**config.mk**
```make
export PLATFORM = sky130hd
export DESIGN_NAME = dunit_prog_loader
export DESIGN_NICKNAME = d
export VERILOG_FILES = /design/src/rtl/dunit_prog_loader.sv
export SDC_FILE = /design/constraint.sdc
export NUM_CORES = 1
export LEC_CHECK = 0
export BUFFER_PORTS_ARGS = -buffer_cell sky130_fd_sc_hd__buf_2
export CAP_MARGIN = 10
export CORE_MARGIN = 5
export CORE_UTILIZATION = 30
export CTS_CLUSTER_DIAMETER = 150
export DETAILED_ROUTE_END_ITERATION = 7
export PLACE_DENSITY_LB_ADDON = 0.25
export SYNTH_ARGS = -nofsm -noshare
export SYNTH_HDL_FRONTEND = slang
export SYNTH_SLANG_ARGS = --single-unit
```
**constraint.sdc**
```tcl
create_clock -name i_clk -period 4.4 [get_ports i_clk]
set_input_delay 0.22 -clock i_clk [delete_from_list [all_inputs] [get_ports i_clk]]
set_output_delay 0.22 -clock i_clk [all_outputs]
set_load 0.02 [all_outputs]
```
**src/rtl/dunit_prog_loader.sv**
```systemverilog
// Debug-unit program loader: assembles serial bytes into instruction words, writes them
// to instruction memory, and drives the pipeline clock-enable for run and single-step.
module dunit_prog_loader #(
   parameter int                 NB_REG   = 32,
   parameter int                 NB_BYTE  = 8,
   parameter int                 NB_WIDHT = 9,
   parameter logic [NB_BYTE-1:0] CMD_LOAD = 8'h4C,
   parameter logic [NB_BYTE-1:0] CMD_CONT = 8'h43,
   parameter logic [NB_BYTE-1:0] CMD_STEP = 8'h53,
   parameter logic [NB_BYTE-1:0] CMD_RST  = 8'h52
) (
   input  logic                i_clk,
   input  logic                i_reset,
   input  logic [NB_BYTE-1:0]  i_rx_data,
   input  logic                i_rx_valid,
   input  logic                i_halt,
   output logic                o_dunit_w_mem,
   output logic [NB_WIDHT-1:0] o_dunit_addr,
   output logic [NB_REG-1:0]   o_dunit_data_if,
   output logic                o_dunit_clk_en,
   output logic                o_dunit_reset_pc,
   output logic                o_busy,
   output logic                o_done,
   output logic                o_err
);
   localparam int BPW = NB_REG / NB_BYTE;
   localparam int CW  = (BPW > 1) ? $clog2(BPW) : 1;
   localparam logic [NB_WIDHT+1:0] STRIDE = (NB_WIDHT+2)'(NB_REG / 8);
   localparam logic [NB_WIDHT+1:0] LIMIT  = (NB_WIDHT+2)'(1) << NB_WIDHT;

   typedef enum logic [2:0] {IDLE, LOAD_CNT, LOAD_DATA, WRITE, RUN, STEP} state_t;

   state_t              state_q, state_d;
   // One extra bit so an address equal to the memory size is representable.
   logic [NB_WIDHT:0]   addr_q, addr_d;
   logic [NB_BYTE-1:0]  nwords_q, nwords_d;
   logic [CW-1:0]       bcnt_q, bcnt_d;
   logic [NB_REG-1:0]   word_q, word_d, dout_q, dout_d;
   logic [NB_WIDHT-1:0] aout_q, aout_d;
   logic                ovf_q, ovf_d;
   logic                wmem_q, wmem_d, rstpc_q, rstpc_d, done_q, done_d, err_q, err_d;
   logic [NB_WIDHT+1:0] addr_nx_q, addr_nx_d;
   logic                take_byte;

   always_ff @(posedge i_clk) begin
      if (i_reset) begin
         state_q  <= IDLE;
         addr_q   <= '0;
         nwords_q <= '0;
         bcnt_q   <= '0;
         word_q   <= '0;
         dout_q   <= '0;
         aout_q   <= '0;
         ovf_q    <= 1'b0;
         wmem_q   <= 1'b0;
         rstpc_q  <= 1'b0;
         done_q   <= 1'b0;
         err_q    <= 1'b0;
      end else begin
         state_q  <= state_d;
         addr_q   <= addr_d;
         nwords_q <= nwords_d;
         bcnt_q   <= bcnt_d;
         word_q   <= word_d;
         dout_q   <= dout_d;
         aout_q   <= aout_d;
         ovf_q    <= ovf_d;
         wmem_q   <= wmem_d;
         rstpc_q  <= rstpc_d;
         done_q   <= done_d;
         err_q    <= err_d;
      end
   end

   always_comb begin
      state_d   = state_q;
      addr_d    = addr_q;
      nwords_d  = nwords_q;
      bcnt_d    = bcnt_q;
      word_d    = word_q;
      dout_d    = dout_q;
      aout_d    = aout_q;
      ovf_d     = ovf_q;
      wmem_d    = 1'b0;
      rstpc_d   = 1'b0;
      done_d    = 1'b0;
      err_d     = 1'b0;
      take_byte = 1'b0;
      addr_nx_q = {1'b0, addr_q} + STRIDE;

      case (state_q)
         IDLE: begin
            if (i_rx_valid) begin
               case (i_rx_data)
                  CMD_LOAD: begin
                     state_d = LOAD_CNT;
                     addr_d  = '0;
                     ovf_d   = 1'b0;
                     bcnt_d  = '0;
                  end
                  CMD_CONT: state_d = RUN;
                  CMD_STEP: state_d = STEP;
                  CMD_RST: begin
                     rstpc_d = 1'b1;
                     done_d  = 1'b1;
                  end
                  default: err_d = 1'b1;
               endcase
            end
         end
         LOAD_CNT: begin
            if (i_rx_valid) begin
               if (i_rx_data == '0) begin
                  done_d  = 1'b1;
                  state_d = IDLE;
               end else begin
                  nwords_d = i_rx_data;
                  state_d  = LOAD_DATA;
               end
            end
         end
         LOAD_DATA: take_byte = i_rx_valid;
         WRITE: begin
            // Address saturates once past the top, so every later word is also dropped.
            if (addr_nx_q <= LIMIT) addr_d = addr_nx_q[NB_WIDHT:0];
            nwords_d = nwords_q - NB_BYTE'(1);
            if (nwords_q == NB_BYTE'(1)) begin
               state_d = IDLE;
               done_d  = 1'b1;
               rstpc_d = 1'b1;
               err_d   = ovf_q;
            end else begin
               state_d   = LOAD_DATA;
               take_byte = i_rx_valid;
            end
         end
         RUN: begin
            if (i_halt) begin
               state_d = IDLE;
               done_d  = 1'b1;
            end
         end
         STEP: begin
            state_d = IDLE;
            done_d  = 1'b1;
         end
         default: state_d = IDLE;
      endcase

      addr_nx_d = {1'b0, addr_d} + STRIDE;
      if (take_byte) begin
         word_d = NB_REG'({word_q, i_rx_data});
         if (bcnt_q == CW'(BPW - 1)) begin
            bcnt_d  = '0;
            state_d = WRITE;
            if (addr_nx_d <= LIMIT) begin
               wmem_d = 1'b1;
               dout_d = word_d;
               aout_d = addr_d[NB_WIDHT-1:0];
            end else begin
               ovf_d = 1'b1;
            end
         end else begin
            bcnt_d = bcnt_q + CW'(1);
         end
      end
   end

   assign o_dunit_w_mem    = wmem_q;
   assign o_dunit_addr     = aout_q;
   assign o_dunit_data_if  = dout_q;
   assign o_dunit_clk_en   = (state_q == RUN) || (state_q == STEP);
   assign o_dunit_reset_pc = rstpc_q;
   assign o_busy           = (state_q != IDLE);
   assign o_done           = done_q;
   assign o_err            = err_q;
endmodule

```
==> flow_summary.toml, run 1 <==
[routing]
vias = 3641
drt_iter0_drc = 220
routed_wl_um = 10700
drtAntennaViolNets = 0
avgRoutedWirePerCell_um = 14.7
drc = 0
avgViaCountPerCell = 4.99
dr.pass1.iters = 4

[power_and_ir_drop]
total_power_mw = 1.63
ir_worst_vdd_mv = 0.247
power_density_nw_per_um2 = 329
leakage_nw = 1.88

[floorplanning]
num_rows = 44
die_w_um = 130
core_um2 = 14400
dieArea_um2 = 17000
initial_core_util_pct = 30.3
fp.dieH_um = 130
pin_count = 59

[logic_synthesis]
synth.distinct_cells = 66
synth_common_cells = "130 x nand2_1, 93 x dfxtp_1, 46 x a21oi_1"
synth_top_area_share_pct = 42.8
yosysMostFrequentCell = "nand2_1"
synth_top_flop_cell = "dfxtp_1"
synthCells = 505
yosysSeqAreaShare_pct = 42.8
synth_edf_count = 0
syn-num-nets = 522
netlist_area_um2 = 4350
synth_top_area_cell = "dfxtp_1"
syn_area_per_cell_um2 = 8.61
ys_seq_elements = 93
ys_top_cells_by_area = "dfxtp_1 43%, nand2_1 11%, mux2i_1 7.4%"
async_reset_ff_share_pct = 0
ys_warn_count = 0

[setup_path]
critPathTopFamily = "simple AND/OR/NAND/NOR gates"
critPathMaxFanout = 34
path_depth = 10
worst-r2r-setup-slack_ns = 0.99
cpMaxStageDelayCell = "and3_1"
worstPathRequired_ns = 4.67
crit_chain = "inv_1 > ha_1 > nor2b_1 > nand4b_1 > and3_1 > nand2_1 > or3_1 > a31oi_4 > buf_4 > mux2i_1"
cp-end-kind = "flip-flop"
arrival_ns = 3.68
crit_path_start_kind = "flip-flop"
slowest_delay_ns = 0.77
path_class = "flip-flop to flip-flop"
r2r.worst_path.cells = 10
r2r_start = "nwords_q[1]"
path_buf_inv = 2
reg2reg_to = "o_dunit_data_if[3]"

[clocking]
ctsResizeCount = 0
root_buffer = "clkbuf_16"
numCtsBuffers = 9
hold_buffers = 0
clkSinkCount = 93
h-tree-depth = 3
path_clk_slew_ns = 0.07
cts_post_setup_buffers_inserted = 0
cts_tree = "yes"
clk_latency_ns = 0.35
cts_buffer_depth = 2

[timing]
worstMarginPinSlew_ns = 1.13
clock_skew_ns = 0.0128
max-slew-margin-rel_pct = 25.0
fin_hold_ws_ns = 0.169
period_needed_ns = 3.41
maxSlewViolCount = 0
rsz0062_at_grt = "no"
finalHoldViolations = 0
fin_crit_sh_pct = 77.5
fmax_mhz = 293
setup_tns_ns = 0
finalSetupViolations = 0

[global_route]
grt.overflow.total = 0
antenna_found_initial = 0
grt_pass1_vias = 3468
grt_max_degree = 73
grt_util_all_layers_pct = 13.0
grt_pass1_wl_um = 17500

[cells_and_area]
multi_input_area_um2 = 2250
fin_nets = 557
drive_gt1_share_pct = 17.8
seq_area_um2 = 1860
num_antenna_cells = 0
final_util_pct = 34.6
nFillCells = 1470
syn_to_final_growth_pct = 14.2

[worst_hold_path]
holdCritStartpoint = "i_rx_data[3]"
hold_path.class = "input port to flip-flop"
hold_depth = 3
min_to = "word_q[3]"

[place]
portBuffers = 58
place_hpwl_um = 7380
gp_congestion = 0.853

[status]
status = "finished clean"

[run]
max_cap_viol_count = 0
per-layer routing:
layer,vias to the layer above,global-route usage (%),share of wire [%]
li1,1849,-,-
met1,1714,17.5,50
met2,67,19.8,45
met3,11,3.90,3.7
met4,0,4.60,1.6
met5,-,0,0
layout make-up:
| cell class | count | share of cell area (%) |
|---|---|---|
| multi-input combinational | 368 | 45.3 |
| inverter | 8 | 0.605 |
| timing repair buffer | 60 | 6.15 |
| tap | 184 | 4.64 |
| sequential | 93 | 37.5 |
| clock buffer | 11 | 5.09 |
| clock inverter | 5 | 0.705 |
where the power goes:
group	internal [mW]	switching [mW]	total (mW)
Clock	0.414	0.334	0.748
Sequential	0.842	0.000511	0.843
Combinational	0.00899	0.0329	0.0419
worst reg2reg max path, cell delays in order (launching register included):
cell	delay (ns)
dfxtp_1	0.34
inv_1	0.08
ha_1	0.18
nor2b_1	0.13
nand4b_1	0.12
and3_1	0.77
nand2_1	0.25
or3_1	0.53
a31oi_4	0.17
buf_4	0.47
mux2i_1	0.30
metrics by stage:
step | cell area (um^2) | setup WS [ns] | std cells
6_report | 4970 | 0.991 | 729
5_1_grt | 4970 | 0.689 | 729
4_1_cts | 4970 | 0.966 | 729
3_5_place_dp | 4680 | 0.981 | 713
3_3_place_gp | 4680 | 1.10 | 713
2_1_floorplan | 4350 | 1.89 | 505
worst max path at each step:
stage	startpoint	to	slack, ns
final	nwords_q[1]	o_dunit_data_if[3]	0.99
after global routing	state_q[1]	o_dunit_data_if[5]	0.69
after CTS	nwords_q[1]	o_dunit_addr[8]	0.97
after detailed placement	nwords_q[1]	o_dunit_addr[8]	0.98
after global placement	nwords_q[1]	o_dunit_addr[8]	1.10
after floorplan	addr_q[3]	o_dunit_addr[0]	1.89
logic make-up (layout without fill, tap and decap cells):
kind of cell	count (synthesis)	after routing	share of synthesized area (%)
mux	37	37	9.10
xor+xnor	4	4	0.806
flops	93	93	42.8
buf+inv	44	84	5.38
fa+ha+maj	5	5	1.44
simple gates	226	226	24.9
compound gates	96	96	15.5
registers in the layout, summed over array words and instances, names as in the netlist:
register / cells
state_q: 3
o_dunit_addr: 9
nwords_q: 8
addr_q: 10
o_err: 1
bcnt_q: 2
o_done: 1
o_dunit_reset_pc: 1
word_q: 24
o_dunit_data_if: 32
o_dunit_w_mem: 1
ovf_q: 1
cell usage in the layout (no fill, tap or decap), drive strengths merged, types with 3 or more instances in the layout:
cell type / netlist / routed
and3: 7 / 7
mux2i: 32 / 32
nor2b: 10 / 10
nor3: 11 / 11
o211a: 3 / 3
ha: 5 / 5
nand2: 131 / 131
nor4b: 3 / 3
o221a: 3 / 3
inv: 8 / 8
dfxtp: 93 / 93
nor2: 19 / 19
o211ai: 5 / 5
and2: 4 / 4
nand3: 18 / 18
a21oi: 46 / 46
mux2: 5 / 5
xnor2: 3 / 3
buf: 15 / 60
a21o: 3 / 3
clkbuf: 21 / 11
clkinv: 0 / 4
a31oi: 9 / 9
nor4: 8 / 8
Note: power is estimated with default switching activity, not from simulation.
==> run 2: changes to the inputs <==
--- a/config.mk
+++ b/config.mk
@@ -5,6 +5,7 @@
 export SDC_FILE = /design/constraint.sdc
 export NUM_CORES = 1
 export LEC_CHECK = 0
+export ABC_AREA = 1
 export BUFFER_PORTS_ARGS = -buffer_cell sky130_fd_sc_hd__buf_2
 export CAP_MARGIN = 10
 export CORE_MARGIN = 5
==> constraint.sdc (replaced) <==
create_clock -name i_clk -period 2.8 [get_ports i_clk]
set_input_delay 0.14 -clock i_clk [delete_from_list [all_inputs] [get_ports i_clk]]
set_output_delay 0.14 -clock i_clk [all_outputs]
set_load 0.02 [all_outputs]
==> run 2 against run 1 <==
Die area up 6.3%; synthesized cell count is 37% higher; critical endpoint is now o_dunit_data_if[28]; count of clock-buffer cells in the layout did not move; combinational power rose by 74%; largest power group unchanged; worst setup slack got worse by 0.70 ns; highest routed layer unchanged; power up 66%.
==> flow_summary.toml, run 2 <==
[status]
status = "finished clean"

[setup_path]
r2r.worst_path.cells = 15
critPathMaxFanout = 21
endpoint = "o_dunit_data_if[28]"
crit_path_start_kind = "flip-flop"
arrival_ns = 2.75
path_class = "flip-flop to flip-flop"
worstPathRequired_ns = 3.04
worst-r2r-setup-slack_ns = 0.29
cp-end-kind = "flip-flop"
reg2reg_to = "o_dunit_data_if[28]"
cp-startpoint = "addr_q[2]"
r2r_start = "addr_q[2]"

[clocking]
h-tree-depth = 3
cts_buffer_depth = 2
cts_post_setup_buffers_inserted = 0
clk_latency_ns = 0.35
hold_buffers = 0
numCtsBuffers = 9
cts_tree = "yes"
clkSinkCount = 93
root_buffer = "clkbuf_16"
path_clk_slew_ns = 0.07
ctsResizeCount = 0

[timing]
setup_tns_ns = 0
maxSlewViolCount = 0
fmax_mhz = 398
worstMarginPinSlew_ns = 0.628
clock_skew_ns = 0.00712
rsz0062_at_grt = "no"
finalSetupViolations = 0
max-slew-margin-rel_pct = 58.1
period_needed_ns = 2.51
finalHoldViolations = 0
fin_crit_sh_pct = 89.6

[logic_synthesis]
muxShareOfSynthArea_pct = 0
synth_top_family_by_area = "simple AND/OR/NAND/NOR gates"
synth_top_area_share_pct = 40.1
synth-xor-area-share_pct = 0.377
synth.distinct_cells = 33
synth_edf_count = 0
syn_area_per_cell_um2 = 6.73
synthSimpleGateAreaFrac_pct = 31.1
synth_compound_area_share_pct = 10.5
syn-num-nets = 707
ys_top_cells_by_area = "dfxtp_1 40%, inv_1 12%, nand2_1 11%"
ys_seq_elements = 93
ys_warn_count = 0
synth_adder_area_share_pct = 1.35
synth_top_flop_cell = "dfxtp_1"
synthCells = 690
netlist_area_um2 = 4640
async_reset_ff_share_pct = 0
synth_top_area_cell = "dfxtp_1"
synth_common_cells = "152 x inv_1, 134 x nand2_1, 93 x dfxtp_1"
yosysSeqAreaShare_pct = 40.1
yosysMostFrequentCell = "inv_1"

[power_and_ir_drop]
power_density_nw_per_um2 = 500
leakage_nw = 2.49
ir_worst_vdd_mv = 0.293

[global_route]
grt_pass1_wl_um = 19300
antenna_found_initial = 0
grt_max_degree = 70
grt_pass1_vias = 3911
grt_util_all_layers_pct = 13.0
grt.overflow.total = 0

[cells_and_area]
final_util_pct = 35.7
fin_nets = 757
layout_common_cells = "152 x inv_1, 134 x nand2_1, 93 x dfxtp_1"
largest_reg_flops = 32
drive_gt1_share_pct = 15.2
num_antenna_cells = 0
layout_commonest_cell = "inv_1"
syn_to_final_growth_pct = 16.8

[routing]
avgViaCountPerCell = 4.36
drt_iter0_drc = 322
dr.pass1.iters = 4
vias = 4061
drtAntennaViolNets = 0
routed_wl_um = 11300
avgRoutedWirePerCell_um = 12.2
drc = 0

[floorplanning]
num_rows = 45
dieArea_um2 = 18100
die_w_um = 134
initial_core_util_pct = 30.6
fp.dieH_um = 134
core_um2 = 15200
pin_count = 59

[run]
max_cap_viol_count = 0

[place]
place_hpwl_um = 8090
portBuffers = 58
gp_congestion = 0.851

[worst_hold_path]
hold_path.class = "input port to flip-flop"
hold_depth = 3
## run 2: worst min-delay path by stage
stage                     from               to  slack [ns]
2_1_floorplan     i_rx_data[2]        word_q[2]        0.29
3_3_place_gp   o_dunit_addr[5]  o_dunit_addr[5]        0.44
3_5_place_dp   o_dunit_addr[4]  o_dunit_addr[4]        0.44
4_1_cts                 i_halt       state_q[2]        0.11
5_1_grt           i_rx_data[4]      nwords_q[4]        0.12
6_report          i_rx_data[4]      nwords_q[4]        0.12
## run 2: cell families after synthesis
logic type               Yosys count
flip-flops                        93
XOR/XNOR                           2
AND/OR/NAND/NOR                  315
AO/OA/AOI/OAI                     88
buffers and inverters            187
adder cells (fa/ha/maj)            5
## run 2: worst max-delay path: stages, from the launching register on
cell	delay, ns
dfxtp_1	0.34
ha_1	0.21
nand2_1	0.08
nor2_2	0.13
nand4_1	0.35
nand2_4	0.25
nand3_1	0.11
a21oi_1	0.14
nand2_1	0.07
nor2_2	0.14
nand2_4	0.08
nand3_4	0.17
buf_12	0.19
nand2_1	0.06
inv_1	0.05
nor2_1	0.04
## run 2: routing by layer
metal | up-vias | routed length (um) | GRT usage, %
met3 | 8 | 491 | 4.16
met5 | - | 0 | 0
met2 | 55 | 4930 | 20.1
met4 | 0 | 108 | 2.94
met1 | 1759 | 5810 | 17.7
li1 | 2239 | - | -
## run 2: per-stage QoR
stage	setup slack, ns	std cells	total power, mW	cell area [um^2]	hold slack, ns
floorplan	0.561	690	1.40	4640	0.289
global placement	0.317	917	1.43	5110	0.443
detailed placement	0.331	917	1.43	5110	0.438
CTS	0.303	932	2.74	5420	0.107
global route	0.00155	932	2.81	5420	0.123
finish	0.290	932	2.71	5420	0.120
## run 2: cell type report
cell class | instances | area, um^2
fill | 1662 | 9780
multi-input combinational | 410 | 2010
sequential | 93 | 1860
inverter | 154 | 578
timing repair buffer | 72 | 420
clock buffer | 11 | 243
tap | 188 | 235
clock inverter | 4 | 72.6
## run 2: power by group
group / switching [mW] / leakage (nW) / internal (mW) / total [mW]
clock: 0.513 / 0.152 / 0.801 / 1.31
sequential: 0.000892 / 0.749 / 1.32 / 1.32
combinational: 0.0525 / 1.59 / 0.0202 / 0.0727
total: 0.566 / 2.49 / 2.14 / 2.71
